==> config.mk <==
export PLATFORM = sky130hd
export DESIGN_NAME = fetch_unit
export DESIGN_NICKNAME = d
export VERILOG_FILES = /design/src/rtl/fetch_unit.sv
export SDC_FILE = /design/constraint.sdc
export NUM_CORES = 1
export LEC_CHECK = 0
export ABC_AREA = 0
export CAP_MARGIN = 20
export CORE_MARGIN = 8
export CORE_UTILIZATION = 60
export DETAILED_ROUTE_END_ITERATION = 16
export DONT_BUFFER_PORTS = 1
export PLACE_DENSITY = 0.85
export SLEW_MARGIN = 20
export SYNTH_ARGS = -nofsm -noshare
export SYNTH_HDL_FRONTEND = slang
export SYNTH_SLANG_ARGS = --single-unit
==> constraint.sdc <==
create_clock -name clk -period 2.45 [get_ports clk]
set_clock_uncertainty 0.15 [all_clocks]
set_input_delay 0.49 -clock clk [delete_from_list [all_inputs] [get_ports clk]]
set_output_delay 0.49 -clock clk [all_outputs]
set_load 0.01 [all_outputs]
==> src/rtl/fetch_unit.sv <==
`default_nettype none
// ============================================================================
// Module   : fetch_unit
// Purpose  : Instruction-fetch stage. Issues the current PC to a
//            variable-latency instruction memory, hands the returned word back
//            to pc_register (holding it while a fetch is outstanding), latches
//            the IF/ID register, honours stall/flush and stops after an HLT.
// Ports    : clk, rst_n (async, active-low)
//            pc, pc_plus_two            - from pc_register
//            stall, flush               - from hazard control
//            imem_req, imem_addr        - request to instruction memory
//            imem_data, imem_valid      - response from instruction memory
//            fetch_instruction, pc_hold - back to pc_register
//            if_id_instruction, if_id_pc_plus_two, if_id_valid - IF/ID register
//            halted                     - fetch stopped on HLT
//            fetch_wait_cycles          - only with FETCH_PERF_CNT_EN defined
// Options  : FETCH_PERF_CNT_EN - adds a saturating count of cycles spent in
//            WAIT, DRAIN or HOLD.
// Revision : 1.0 - initial release
// ============================================================================
module fetch_unit #(
    parameter logic [3:0]  HLT_OPCODE   = 4'hF,
    parameter logic [15:0] BUBBLE_INSTR = 16'h0000
) (
    input  logic        clk,
    input  logic        rst_n,
    input  logic [15:0] pc,
    input  logic [15:0] pc_plus_two,
    input  logic        stall,
    input  logic        flush,
    output logic        imem_req,
    output logic [15:0] imem_addr,
    input  logic [15:0] imem_data,
    input  logic        imem_valid,
    output logic [15:0] fetch_instruction,
    output logic        pc_hold,
    output logic [15:0] if_id_instruction,
    output logic [15:0] if_id_pc_plus_two,
    output logic        if_id_valid,
`ifdef FETCH_PERF_CNT_EN
    output logic [15:0] fetch_wait_cycles,
`endif
    output logic        halted
);

    typedef enum logic [2:0] {
        S_REQ   = 3'd0,
        S_WAIT  = 3'd1,
        S_HOLD  = 3'd2,
        S_DRAIN = 3'd3,
        S_HALT  = 3'd4
    } state_t;

    state_t      r_state;
    state_t      w_next_state;
    logic [15:0] r_buf;
    logic        w_deliver;
    logic        w_buffer;
    logic [15:0] w_word;

    always_ff @(posedge clk or negedge rst_n) begin
        if (!rst_n) begin
            r_state <= S_REQ;
        end else begin
            r_state <= w_next_state;
        end
    end

    // Next state plus the deliver/buffer decisions. Flush is checked before
    // stall and imem_valid so that it always wins.
    always_comb begin
        w_next_state = r_state;
        w_deliver    = 1'b0;
        w_buffer     = 1'b0;
        w_word       = r_buf;
        case (r_state)
            S_REQ: begin
                // The request has already gone out, so a flush here must
                // still absorb the response in DRAIN.
                w_next_state = flush ? S_DRAIN : S_WAIT;
            end
            S_WAIT: begin
                if (flush) begin
                    w_next_state = imem_valid ? S_REQ : S_DRAIN;
                end else if (imem_valid) begin
                    if (stall) begin
                        w_buffer     = 1'b1;
                        w_next_state = S_HOLD;
                    end else begin
                        w_deliver = 1'b1;
                        w_word    = imem_data;
                    end
                end
            end
            S_HOLD: begin
                if (flush) begin
                    w_next_state = S_REQ;
                end else if (!stall) begin
                    w_deliver = 1'b1;
                    w_word    = r_buf;
                end
            end
            S_DRAIN: begin
                if (imem_valid) begin
                    w_next_state = S_REQ;
                end
            end
            S_HALT: begin
                if (flush) begin
                    w_next_state = S_REQ;
                end
            end
            default: begin
                w_next_state = S_REQ;
            end
        endcase
        if (w_deliver) begin
            w_next_state = (w_word[15:12] == HLT_OPCODE) ? S_HALT : S_REQ;
        end
    end

    always_ff @(posedge clk or negedge rst_n) begin
        if (!rst_n) begin
            r_buf <= 16'h0000;
        end else if (w_buffer) begin
            r_buf <= imem_data;
        end
    end

    always_ff @(posedge clk or negedge rst_n) begin
        if (!rst_n) begin
            if_id_instruction <= BUBBLE_INSTR;
            if_id_pc_plus_two <= 16'h0000;
            if_id_valid       <= 1'b0;
        end else if (flush) begin
            if_id_instruction <= BUBBLE_INSTR;
            if_id_valid       <= 1'b0;
        end else if (w_deliver) begin
            if_id_instruction <= w_word;
            if_id_pc_plus_two <= pc_plus_two;
            if_id_valid       <= 1'b1;
        end
    end

    // The state register resets to REQ, so the request is masked while reset
    // is held to keep imem_req low during reset.
    assign imem_req          = (r_state == S_REQ) && rst_n;
    assign imem_addr         = pc;
    assign fetch_instruction = w_deliver ? w_word : BUBBLE_INSTR;
    assign pc_hold           = !w_deliver;
    assign halted            = (r_state == S_HALT);

`ifdef FETCH_PERF_CNT_EN
    always_ff @(posedge clk or negedge rst_n) begin
        if (!rst_n) begin
            fetch_wait_cycles <= 16'h0000;
        end else if (((r_state == S_WAIT) || (r_state == S_DRAIN) || (r_state == S_HOLD))
                     && (fetch_wait_cycles != 16'hFFFF)) begin
            fetch_wait_cycles <= fetch_wait_cycles + 16'd1;
        end
    end
`endif

endmodule
`default_nettype wire
==> impl_metrics.py <==
metrics = {
    "drt": {
        "dr_total_vias": 1424,
        "first_iter_violations": 85,
        "wl_met2_um": 2850,
        "firstDrtPassIters": 4,
        "vias_per_cell": 6.39,
        "wl_met3_um": 630,
        "routed_wl_um": 5580,
        "wl_met1_um": 1960,
        "wl_per_cell_um": 25.0,
        "final_antenna_net_count": 0,
        "highest_layer": "met4",
        "drcViolationCount": 0,
    },
    "final_layout": {
        "design_area_um2": 2660,
        "post-route-util_pct": 67.3,
        "fillers": 268,
        "multi_input_comb_area_um2": 1090,
        "drive_gt1_share_pct": 47.4,
        "fin_nets": 225,
        "num_antenna_cells": 0,
        "syn_to_final_growth_pct": 10.1,
        "seqCellArea_um2": 1300,
    },
    "synthesis": {
        "synthMuxAreaShare_pct": 22.2,
        "avgSynthCellArea_um2": 13.2,
        "syn_area_um2": 2410,
        "yosysTopAreaCell": "dfrtp_1",
        "synth_top_area_share_pct": 53.9,
        "ys_seq_elements": 52,
        "syn_inst": 183,
        "synth.area.top_cells": "dfrtp_1, mux2_2, mux2i_1",
        "synth_top_family_by_area": "multiplexers",
        "synth-simple-area-share_pct": 6.90,
        "synth_fa_ha_area_share_pct": 0,
        "synth.net_count": 236,
        "ys_warn_count": 0,
        "synth_compound_area_share_pct": 8.30,
        "ys_types": 23,
        "synth-xor-area-share_pct": 0,
        "ys_seq_area_share_pct": 53.9,
    },
    "critical_path": {
        "cp-end-kind": "primary output",
        "ff2ff_path_depth": 6,
        "worstPathArrival_ns": 1.75,
        "slowest_stage": "dfrtp_2",
        "worstPathMaxFanout": 52,
        "path_cells": "or3_4, o21bai_4, buf_12, nor2_2",
        "r2r_setup_slack_ns": 0.41,
        "setup.worst_path.start_class": "flop",
        "cp_top_family": "simple AND/OR/NAND/NOR gates",
        "criticalPathCategory": "flop to primary output",
        "cp.buffers_inverters": 1,
        "r2r_end": "r_state[2]",
        "crit_path_max_incr_delay_ns": 0.41,
        "cp.required_ns": 1.81,
        "rr_startpoint": "r_state[0]",
    },
    "floorplanning": {
        "rows": 23,
        "fp.coreArea_um2": 3940,
        "dieArea_um2": 6310,
        "initial_core_util_pct": 61.2,
        "pin_count": 121,
        "die_w_um": 79.4,
        "die_height_um": 79.4,
    },
    "global_route": {
        "grt_usage_pct": 17.5,
        "grt_first_pass_wirelength_um": 8510,
        "grt_overflow": 0,
        "grt_pass1_vias": 1559,
        "antenna_found_initial": 0,
        "grt_max_degree": 53,
    },
    "placement": {
        "portBuffers": 0,
        "dp_hpwl_um": 3800,
        "placed_cell_area_um2": 2300,
        "pre_cts_slack_ns": 0.201,
        "place.gp.congestion": 0.803,
    },
    "sta": {
        "finalCritPeriodShare_pct": 97.4,
        "hold_viol": 0,
        "tightest_slew_ns": 0.600,
        "fin_ws_ns": 0.0633,
        "fin_setup_tns_ns": 0,
        "setup_viol": 0,
        "timing.fmax_mhz": 419,
        "period_minus_slack_ns": 2.39,
        "drv_slew": 0,
        "slew_headroom_pct": 59.9,
    },
    "power_and_ir_drop": {
        "p_leak_uw": 0.00112,
        "p_per_area_nw_per_um2": 1130,
        "irDropWorstVdd_v": 0.000685,
    },
    "hold_path": {
        "hold_start": "flush",
        "holdCritPathClass": "input port to flop",
        "hold_depth": 1,
        "whs_endpoint": "if_id_valid",
    },
    "outcome": {
        "status": "completed",
    },
    "clock_network": {
        "root_buffer": "clkbuf_8",
        "cts_sinks": 52,
        "path_clk_slew_ns": 0.09,
        "clock_latency_ns": 0.29,
        "cts_tree": "yes",
        "cts_buffers": 5,
        "htreeDepth": 2,
        "clockBufferDepth": 2,
    },
    "job": {
        "max_cap_violations": 0,
    },
}
[stage by stage]
step	std cells	hold WS, ns	power (µW)
global placement	208	0.0459	2160
finish	223	0.0985	3010
CTS	221	0.0870	2880
global route	223	0.0852	3170
floorplan	183	0.0444	2080
detailed placement	208	0.0459	2230
[per-layer routing]
metal	up-vias	track usage, %
met2	69	29.2
met4	0	9.26
met5	-	0
met1	716	17.3
met3	22	9.35
li1	617	-
[sequential cells by signal, indices dropped and copies added, names as in the netlist]
| register | count |
|---|---|
| if_id_valid | 1 |
| r_buf | 16 |
| if_id_instruction | 16 |
| r_state | 3 |
| if_id_pc_plus_two | 16 |
[worst register-to-register path, delay by kind of cell, from the launching register on]
kind                   cells  cell delay, ns
and+or+nand+nor            2            0.59
DFF                        1            0.48
buffers and inverters      2            0.31
muxes                      1            0.29
AOI/OAI and AO/OA          1            0.15
[layout make-up]
type	count	share of cell area, %
sequential	52	49.1
inverter	3	0.424
timing repair buffer	6	3.02
clock buffer	6	2.73
tap	50	2.36
multi-input combinational	104	41.0
clock inverter	2	1.46
[power by group]
part	internal, µW	leakage (µW)	switching (µW)
Clock	309	0.0000558	272
Sequential	1200	0.000654	371
Combinational	440	0.000409	416
Total	1950	0.00112	1060
[logic make-up (layout without fill, tap and decap cells)]
kind of cell           after synthesis  in the layout
AO/OA/AOI/OAI                       23             23
flip-flops                          52             52
buffers and inverters               29             17
AND/OR/NAND/NOR                     30             32
multiplexers                        49             49
[worst max-delay path by stage]
| stage | start | end | slack, ns | depth (start not counted) |
|---|---|---|---|---|
| 2_1_floorplan | flush | fetch_instruction[10] | 0.22 | 5 |
| 3_3_place_gp | flush | fetch_instruction[7] | 0.25 | 4 |
| 3_5_place_dp | flush | fetch_instruction[11] | 0.20 | 4 |
| 4_1_cts | r_state[2] | fetch_instruction[10] | -0.02 | 4 |
| 5_1_grt | r_state[2] | fetch_instruction[4] | -0.02 | 4 |
| 6_report | r_state[2] | fetch_instruction[4] | 0.06 | 4 |
[cells in the final DEF (no fill, tap or decap), types with 2 or more instances in the layout]
| master | count |
|---|---|
| nand4_1 | 2 |
| nor2_2 | 6 |
| inv_1 | 3 |
| dfrtp_1 | 51 |
| o2bb2ai_1 | 17 |
| clkbuf_8 | 5 |
| a21oi_1 | 2 |
| mux2i_1 | 4 |
| nor3b_1 | 3 |
| nor2_4 | 10 |
| mux2_2 | 32 |
| buf_4 | 3 |
| mux2i_4 | 2 |
| mux2i_2 | 10 |
| a211oi_1 | 3 |
| nand2b_4 | 3 |
[synthesized netlist by cell type]
| library cell | instances |
|---|---|
| dfrtp_1 | 52 |
| mux2_2 | 32 |
| buf_4 | 17 |
| nor2_1 | 17 |
| o2bb2ai_1 | 17 |
| mux2i_1 | 16 |
| buf_2 | 5 |
| buf_6 | 4 |
| a211oi_1 | 3 |
| inv_1 | 3 |
| nor3b_1 | 3 |
| a21oi_1 | 2 |
| nand4_1 | 2 |
| and2_4 | 1 |
| and3b_2 | 1 |
| mux2_4 | 1 |
| nand2_1 | 1 |
| nand2b_4 | 1 |
| nand3_2 | 1 |
| nor2b_1 | 1 |
| nor4b_1 | 1 |
| o21bai_4 | 1 |
| or3_1 | 1 |
[timing repair]
action | 4_1_cts | 5_1_grt
hold buffers | 2 | 0
gates resized for setup | 11 | 33
cloned | 2 | 0
hold endpoints to repair | 52 | 0
pin swaps | 1 | 0
endpoints found under the setup margin | 16 | 16
setup buffers | 1 | 2
(Power assumes the default switching activity.)
